### config.mk
export PLATFORM = sky130hd
export DESIGN_NAME = hazard_forward_unit_flat
export DESIGN_NICKNAME = d
export VERILOG_FILES = /design/src/rtl/hazard_forward_unit_if.sv /design/src/rtl/hazard_forward_unit.sv /design/src/flat_wrapper.sv
export SDC_FILE = /design/constraint.sdc
export NUM_CORES = 1
export LEC_CHECK = 0
export CAP_MARGIN = 20
export CELL_PAD_IN_SITES_DETAIL_PLACEMENT = 1
export CELL_PAD_IN_SITES_GLOBAL_PLACEMENT = 1
export CORE_ASPECT_RATIO = 0.6
export CORE_MARGIN = 5
export CORE_UTILIZATION = 36
export DETAILED_ROUTE_END_ITERATION = 10
export PLACE_DENSITY = 0.89
export SYNTH_ARGS = -nofsm -noshare
export SYNTH_HDL_FRONTEND = slang
export SYNTH_SLANG_ARGS = --single-unit
### constraint.sdc
create_clock -name clk -period 4.85 [get_ports clk]
set_input_delay 0.97 -clock clk [delete_from_list [all_inputs] [get_ports clk]]
set_output_delay 0.97 -clock clk [all_outputs]
set_load 0.005 [all_outputs]
### src/rtl/hazard_forward_unit_if.sv
// Pipeline hazard/forwarding bus: ID-stage sources, EXE/MEM destinations,
// data-memory handshake, and the resulting stall/flush/freeze/forward controls.
interface hazard_forward_unit_if #(
  parameter int REG_AW = 5,
  parameter int CNT_W  = 16
);
  logic [REG_AW-1:0] id_src1;
  logic [REG_AW-1:0] id_src2;
  logic              id_use_src1;
  logic              id_use_src2;
  logic [REG_AW-1:0] exe_dest;
  logic [REG_AW-1:0] mem_dest;
  logic              exe_wb_en;
  logic              mem_wb_en;
  logic              exe_mem_rd;
  logic              mem_req;
  logic              mem_ready;
  logic              stall_if_id;
  logic              flush_id_ex;
  logic              freeze_pipe;
  logic [1:0]        fwd_a;
  logic [1:0]        fwd_b;
  logic              mem_timeout;
  logic [CNT_W-1:0]  stall_count;

  // Pipeline side: supplies stage information, consumes control outputs.
  modport master (
    output id_src1, id_src2, id_use_src1, id_use_src2,
    output exe_dest, mem_dest, exe_wb_en, mem_wb_en, exe_mem_rd,
    output mem_req, mem_ready,
    input  stall_if_id, flush_id_ex, freeze_pipe,
    input  fwd_a, fwd_b, mem_timeout, stall_count
  );

  // Hazard unit side.
  modport slave (
    input  id_src1, id_src2, id_use_src1, id_use_src2,
    input  exe_dest, mem_dest, exe_wb_en, mem_wb_en, exe_mem_rd,
    input  mem_req, mem_ready,
    output stall_if_id, flush_id_ex, freeze_pipe,
    output fwd_a, fwd_b, mem_timeout, stall_count
  );
endinterface

### src/rtl/hazard_forward_unit.sv
// Hazard detection and operand forwarding for a 5-stage pipeline, plus a
// memory-wait FSM that freezes the pipe while data memory is busy and aborts
// (sticky mem_timeout) after MEM_TIMEOUT wait cycles.
// Build option: define HAZARD_FORWARDING_EN to enable EX operand forwarding;
// without it every RAW dependency on EXE or MEM stalls and fwd_a/fwd_b are 00.
module hazard_forward_unit #(
  parameter int REG_AW      = 5,
  parameter int CNT_W       = 16,
  parameter int MEM_TIMEOUT = 255
) (
  input logic                  clk,
  input logic                  rst_n,
  hazard_forward_unit_if.slave bus
);

  localparam int WCNT_W = (MEM_TIMEOUT < 1) ? 1 : $clog2(MEM_TIMEOUT + 1);
  localparam logic [WCNT_W-1:0] WAIT_LIMIT = WCNT_W'(MEM_TIMEOUT);

  typedef enum logic {IDLE = 1'b0, WAIT = 1'b1} state_t;

  state_t             state_reg, state_next;
  logic [WCNT_W-1:0]  wait_cnt_reg, wait_cnt_next;
  logic               timeout_reg;
  logic [CNT_W-1:0]   stall_cnt_reg;
  logic               freeze;
  logic               timeout_exit;
  logic               hazard;
  logic               exe_hit1, exe_hit2, mem_hit1, mem_hit2;

  // Register 0 is hardwired, so it never creates a dependency.
  function automatic logic src_match(input logic [REG_AW-1:0] src, input logic use_src,
                                     input logic [REG_AW-1:0] dest, input logic wb_en);
    return use_src && wb_en && (src == dest) && (src != '0);
  endfunction

  assign exe_hit1 = src_match(bus.id_src1, bus.id_use_src1, bus.exe_dest, bus.exe_wb_en);
  assign exe_hit2 = src_match(bus.id_src2, bus.id_use_src2, bus.exe_dest, bus.exe_wb_en);
  assign mem_hit1 = src_match(bus.id_src1, bus.id_use_src1, bus.mem_dest, bus.mem_wb_en);
  assign mem_hit2 = src_match(bus.id_src2, bus.id_use_src2, bus.mem_dest, bus.mem_wb_en);

`ifdef HAZARD_FORWARDING_EN
  // Only a load in EXE cannot be forwarded in time.
  assign hazard = bus.exe_mem_rd & (exe_hit1 | exe_hit2);
`else
  // No bypass paths: any pending writer of a source must drain first.
  assign hazard = exe_hit1 | exe_hit2 | mem_hit1 | mem_hit2;
  logic unused_ok;
  assign unused_ok = bus.exe_mem_rd;
`endif

  // Memory-wait next state, wait counter and freeze; a timeout exit unfreezes.
  always_comb begin
    state_next    = state_reg;
    wait_cnt_next = '0;
    timeout_exit  = 1'b0;
    freeze        = bus.mem_req & ~bus.mem_ready;
    case (state_reg)
      IDLE: begin
        if (bus.mem_req && !bus.mem_ready) state_next = WAIT;
      end
      WAIT: begin
        freeze = ~bus.mem_ready;
        if (bus.mem_ready) begin
          state_next = IDLE;
        end else if (wait_cnt_reg == WAIT_LIMIT) begin
          state_next   = IDLE;
          timeout_exit = 1'b1;
          freeze       = 1'b0;
        end else begin
          wait_cnt_next = wait_cnt_reg + WCNT_W'(1);
        end
      end
      default: state_next = IDLE;
    endcase
  end

  // FSM state, wait counter and sticky timeout flag.
  always_ff @(posedge clk or negedge rst_n) begin
    if (!rst_n) begin
      state_reg    <= IDLE;
      wait_cnt_reg <= '0;
      timeout_reg  <= 1'b0;
    end else begin
      state_reg    <= state_next;
      wait_cnt_reg <= wait_cnt_next;
      if (timeout_exit) timeout_reg <= 1'b1;
    end
  end

  // Saturating count of cycles the pipeline did not advance normally.
  always_ff @(posedge clk or negedge rst_n) begin
    if (!rst_n) begin
      stall_cnt_reg <= '0;
    end else if ((hazard || freeze) && (stall_cnt_reg != '1)) begin
      stall_cnt_reg <= stall_cnt_reg + CNT_W'(1);
    end
  end

`ifdef HAZARD_FORWARDING_EN
  logic [1:0] fwd_a_reg, fwd_b_reg;

  // Operand selects travel with the instruction into EX; a bubble gets 00.
  always_ff @(posedge clk or negedge rst_n) begin
    if (!rst_n) begin
      fwd_a_reg <= 2'b00;
      fwd_b_reg <= 2'b00;
    end else if (!freeze) begin
      if (hazard) begin
        fwd_a_reg <= 2'b00;
        fwd_b_reg <= 2'b00;
      end else begin
        fwd_a_reg <= exe_hit1 ? 2'b01 : (mem_hit1 ? 2'b10 : 2'b00);
        fwd_b_reg <= exe_hit2 ? 2'b01 : (mem_hit2 ? 2'b10 : 2'b00);
      end
    end
  end

  assign bus.fwd_a = fwd_a_reg;
  assign bus.fwd_b = fwd_b_reg;
`else
  assign bus.fwd_a = 2'b00;
  assign bus.fwd_b = 2'b00;
`endif

  // Freeze outranks the load-use bubble: hold everything, insert nothing.
  assign bus.stall_if_id = hazard;
  assign bus.flush_id_ex = hazard & ~freeze;
  assign bus.freeze_pipe = freeze;
  assign bus.mem_timeout = timeout_reg;
  assign bus.stall_count = stall_cnt_reg;

endmodule
### src/flat_wrapper.sv
// flat-port wrapper written by rule: the top's interface ports become plain ports
module hazard_forward_unit_flat 
#(
  parameter int REG_AW      = 5,
  parameter int CNT_W       = 16,
  parameter int MEM_TIMEOUT = 255
)
  (clk, rst_n, bus_id_src1, bus_id_src2, bus_id_use_src1, bus_id_use_src2, bus_exe_dest, bus_mem_dest, bus_exe_wb_en, bus_mem_wb_en, bus_exe_mem_rd, bus_mem_req, bus_mem_ready, bus_stall_if_id, bus_flush_id_ex, bus_freeze_pipe, bus_fwd_a, bus_fwd_b, bus_mem_timeout, bus_stall_count);
  hazard_forward_unit_if #(.REG_AW(REG_AW), .CNT_W(CNT_W)) bus_i ();
  input logic clk;
  input logic rst_n;
  input wire logic [$bits(bus_i.id_src1)-1:0] bus_id_src1;
  input wire logic [$bits(bus_i.id_src2)-1:0] bus_id_src2;
  input wire logic [$bits(bus_i.id_use_src1)-1:0] bus_id_use_src1;
  input wire logic [$bits(bus_i.id_use_src2)-1:0] bus_id_use_src2;
  input wire logic [$bits(bus_i.exe_dest)-1:0] bus_exe_dest;
  input wire logic [$bits(bus_i.mem_dest)-1:0] bus_mem_dest;
  input wire logic [$bits(bus_i.exe_wb_en)-1:0] bus_exe_wb_en;
  input wire logic [$bits(bus_i.mem_wb_en)-1:0] bus_mem_wb_en;
  input wire logic [$bits(bus_i.exe_mem_rd)-1:0] bus_exe_mem_rd;
  input wire logic [$bits(bus_i.mem_req)-1:0] bus_mem_req;
  input wire logic [$bits(bus_i.mem_ready)-1:0] bus_mem_ready;
  output wire logic [$bits(bus_i.stall_if_id)-1:0] bus_stall_if_id;
  output wire logic [$bits(bus_i.flush_id_ex)-1:0] bus_flush_id_ex;
  output wire logic [$bits(bus_i.freeze_pipe)-1:0] bus_freeze_pipe;
  output wire logic [$bits(bus_i.fwd_a)-1:0] bus_fwd_a;
  output wire logic [$bits(bus_i.fwd_b)-1:0] bus_fwd_b;
  output wire logic [$bits(bus_i.mem_timeout)-1:0] bus_mem_timeout;
  output wire logic [$bits(bus_i.stall_count)-1:0] bus_stall_count;
  assign bus_i.id_src1 = bus_id_src1;
  assign bus_i.id_src2 = bus_id_src2;
  assign bus_i.id_use_src1 = bus_id_use_src1;
  assign bus_i.id_use_src2 = bus_id_use_src2;
  assign bus_i.exe_dest = bus_exe_dest;
  assign bus_i.mem_dest = bus_mem_dest;
  assign bus_i.exe_wb_en = bus_exe_wb_en;
  assign bus_i.mem_wb_en = bus_mem_wb_en;
  assign bus_i.exe_mem_rd = bus_exe_mem_rd;
  assign bus_i.mem_req = bus_mem_req;
  assign bus_i.mem_ready = bus_mem_ready;
  assign bus_stall_if_id = bus_i.stall_if_id;
  assign bus_flush_id_ex = bus_i.flush_id_ex;
  assign bus_freeze_pipe = bus_i.freeze_pipe;
  assign bus_fwd_a = bus_i.fwd_a;
  assign bus_fwd_b = bus_i.fwd_b;
  assign bus_mem_timeout = bus_i.mem_timeout;
  assign bus_stall_count = bus_i.stall_count;
  hazard_forward_unit #(.REG_AW(REG_AW), .CNT_W(CNT_W), .MEM_TIMEOUT(MEM_TIMEOUT)) u_core (.clk(clk), .rst_n(rst_n), .bus(bus_i));
endmodule
== Yosys cells after proc, flatten, opt, wreduce, memory -nomap -nowiden ==
Cells that the tools add are included.

* Add/sub/neg operators: 2
* Eq/ne operators: 6
* Muxes and demuxes: 13
* Bitwise gates (word level): 8
* Reduce and logical (&&, ||, !) cells: 18

{| class="wikitable"
|+ Operator list
! kind !! number
|-
| 2-to-1 mux 8 bit || 3
|-
| == test 5 bit || 4
|-
| adder 16 x 1 -> 16 bit, second input constant || 1
|-
| != test 16 bit, second input constant || 1
|-
| logical AND 1 bit || 14
|-
| nonzero test 5 bit || 2
|-
| 2-to-1 mux 1 bit || 9
|-
| adder 8 x 1 -> 8 bit, second input constant || 1
|-
| == test 8 bit, second input constant || 1
|-
| inverter 1 bit || 3
|-
| OR 1 bit || 3
|-
| AND 1 bit || 2
|-
| case mux 1 bit (2 select lines) || 1
|-
| zero test 1 bit || 1
|-
| logical OR 1 bit || 1
|}

* Register bits after elaboration: 26
* Bits of input ports: 29

== Depth between registers and ports, before layout ==
* Depth in word-level cells: 8
* Mapped depth: 8

== Worst setup path before layout ==
No wires, ideal clock.

* Kind: input-to-output
* Start point: in bus_id_src1[0]
* End point: out bus_flush_id_ex
* Arrival: 1.967 ns
* Slack: 1.913 ns
* Stages: 4
* Cell sequence: or4_1 o21a_1 a22oi_1 nor2_1

* Word-level cells in the longest chain between the ends: 7
* Elaborated cells on any way between the ends: 11
* Those cells by class: 2 x eq/ne; 4 x bitwise; 5 x reduce/logical

{| class="wikitable"
|+ RTL lines
! what !! RTL line !! text
|-
| start: declaration || flat_wrapper.sv:12 || <nowiki>input wire logic [$bits(bus_i.id_src1)-1:0] bus_id_src1;</nowiki>
|-
| == test 5 bit || hazard_forward_unit.sv:33 || <nowiki>return use_src && wb_en && (src == dest) && (src != '0);</nowiki>
|-
| logical AND 1 bit (2 in series) || hazard_forward_unit.sv:33 ||
|-
| OR 1 bit || hazard_forward_unit.sv:46 || <nowiki>assign hazard = exe_hit1 | exe_hit2 | mem_hit1 | mem_hit2;</nowiki>
|-
| OR 1 bit (*) (2 in series) || hazard_forward_unit.sv:46 ||
|-
| AND 1 bit (*) || hazard_forward_unit.sv:127 || <nowiki>assign bus.flush_id_ex = hazard & ~freeze;</nowiki>
|-
| end: declaration || flat_wrapper.sv:24 || <nowiki>output wire logic [$bits(bus_i.flush_id_ex)-1:0] bus_flush_id_ex;</nowiki>
|}

Every way passes the cells marked *; elsewhere a longest branch is shown, timed or not.

== Worst setup path in the final report ==
Ends and elaborated chain as after synthesis.

==> impl_results.md <==
* Pre-CTS setup slack at 0.805 ns
* Critical Setup Path Class: in2out
* Post-Route Utilization at 51.4%
* Power Dens Cells at 302 nW/um2
* Crit share post-route at 83.5%
* Port Buffers at 47
* Max reg flops at 16
* Worst Setup End Kind: output pin
* Number of diodes at 0
* Site Rows at 18
* Hold buffers post-CTS at 0
* Core Box Area at 4100 um2
* Fin Setup TNS at 0 ns
* Vias per std cell at 4.98
* Post-CTS setup buffer count at 0
* Peak supply drop at 0.221 mV
* Layout cells sized above 1 at 5.42%
* Clock Latency Late Sink at 0.27 ns
* Status: finished clean
* Num CTS Buffers at 3
* CP bufs+invs at 2
* Gpl congestion at 0.800
* Filler instances at 475
* Mapped Area at 1520 um2
* WHS at 0.487 ns
* Cell mode on critical path: clkdlybuf4s50_1
* Area leader, netlist: dfrtp_1
* Crit Path Max Fanout at 3
* CP Data Arrival Time at 3.08 ns
* Yosys warnings at 0
* Fin crit period at 4.05 ns
* Final setup fails at 0
* Yosys top cell area share at 42.7%
* Vias in the first global route at 1433
* Async SR Flop Fraction at 100%
* Post-DR wirelength/cell at 17.4 um
* Maximum clock frequency at 247 MHz
* Tightest Pin Transition at 0.695 ns
* DP Area at 2050 um2
* RSZ-0062 raised after global routing: no
* Total grt overflow at 0
* Area Growth Syn to Fin at 38.4%
* Number of synthesized register bits at 26
* Iteration count of the initial detailed-routing pass at 4
* Count of final hold-check violations at 0
* EDFF count, synth at 0
* Most instantiated cells after synthesis: 26 x dfrtp_1, 26 x xnor2_1, 13 x nor2_1
* Critical path launch point type: primary input
* Largest net degree at the start of global routing at 27
* Ys flop type: dfrtp_1
* Inst Count DP at 259
* Initial antenna violation count at 0
* Residual DRC at 0
* Detailed Route Iter0 Violations at 35
* Clock skew at 0.00542 ns
* Nets at 235
* PostCTS Resize Cnt at 0
* Worst slew margin at 53.7%
* Die height at 60.4 um
* Die Outline Area at 5670 um2
* Global router's overall resource usage at 17.1%
* CTS root buf: clkbuf_8
* Max Cap Viol at 0
* P_leak at 0.821 nW
* Max Slew Vio Count at 0
* Reg clk slew, reported paths at 0.09 ns
* Seq/Total Area, Yosys at 42.7%
* Die W at 94.0 um
* First-pass GRT wire length at 7370 um
* CTS max path bufs at 2
* Hold Path Class: reg2reg
* IO Count at 53
* CP max stage delay at 0.56 ns
* Ranking of synthesized cells by area: dfrtp_1 43%, xnor2_1 15%, xor2_1 6.9%
* PnR worst setup slack at 0.802 ns
* CTS tree: yes
* CP Cell Sequence: clkdlybuf4s50_1, or4_1, o21a_1, a22oi_1, nor2_1, clkdlybuf4s50_1
* Tot Pwr at 0.637 mW
* Syn Inst Count at 153
* Design area at 2110 um2
* Via count at 1311
* Distinct cells, synth at 26
* Slowest cell on crit path: or4_1
* Dpl hpwl at 3640 um
* CP delay by family, top: buffers and inverters
* Initial Util at 37.1%
* Required time of the critical path at 3.88 ns
* CTS H-tree depth at 1
* Post-route non-filler standard cell count at 263
* Synthesized area per cell at 9.95 um2
* Antenna Nets Post-Route at 0
* Final wirelength at 4580 um
* CTS sink count at 26
-- routing by layer --
layer	track usage [%]	part of all wire, %	vias up	wire length, um
met4	2.47	1.4	0	62
met3	4.09	2.3	6	107
li1	-	-	626	-
met1	21.9	47	661	2150
met2	30.8	49	18	2260
met5	0	0	-	0
-- cells by family (layout without fill, tap and decap cells) --
kind of cell	count (synthesis)	in the layout	synth area share, %
xor+xnor	38	38	21.9
flops	26	26	42.7
mux	4	4	2.96
fa+ha+maj	2	2	1.64
simple gates	62	62	21.0
compound gates	9	9	5.59
buf+inv	11	58	4.03
other cells	1	4	0.246
-- final timing paths --
check / to / slack [ns] / start / depth (start not counted)
min reg2reg: u_core.bus.mem_timeout / 0.49 / u_core.bus.mem_timeout / 1
max reg2reg: u_core.bus.stall_count[1] / 2.40 / u_core.wait_cnt_reg[0] / 7
min: u_core.bus.mem_timeout / 0.49 / u_core.bus.mem_timeout / 1
max: bus_flush_id_ex / 0.80 / bus_id_src1[0] / 6
max in group asynchronous: u_core.wait_cnt_reg[7] / 3.51 / rst_n / 2
min in group asynchronous: u_core.bus.mem_timeout / 1.08 / rst_n / 2
-- report_power, final --
part           switching (mW)  internal, mW
clock                  0.0670        0.0725
sequential             0.0436         0.251
combinational          0.0818         0.120
total                   0.192         0.444
-- placed cells by master (no fill, tap or decap), types with 5 or more instances in the layout --
master / n
nand2_1: 11
xor2_1: 12
nor3_1: 5
clkdlybuf4s50_1: 47
nand4_1: 6
nor4_1: 7
dfrtp_1: 26
inv_1: 5
nand3_1: 10
nor2_1: 13
xnor2_1: 26
-- final cells by class --
class	instances	area, um2	area share (%)
multi-input combinational	119	822	39.0
sequential	26	651	30.9
timing repair buffer	49	485	23.0
tap	60	75.1	3.56
clock buffer	4	55.1	2.61
inverter	5	18.8	0.891
(Power assumes the default switching activity.)
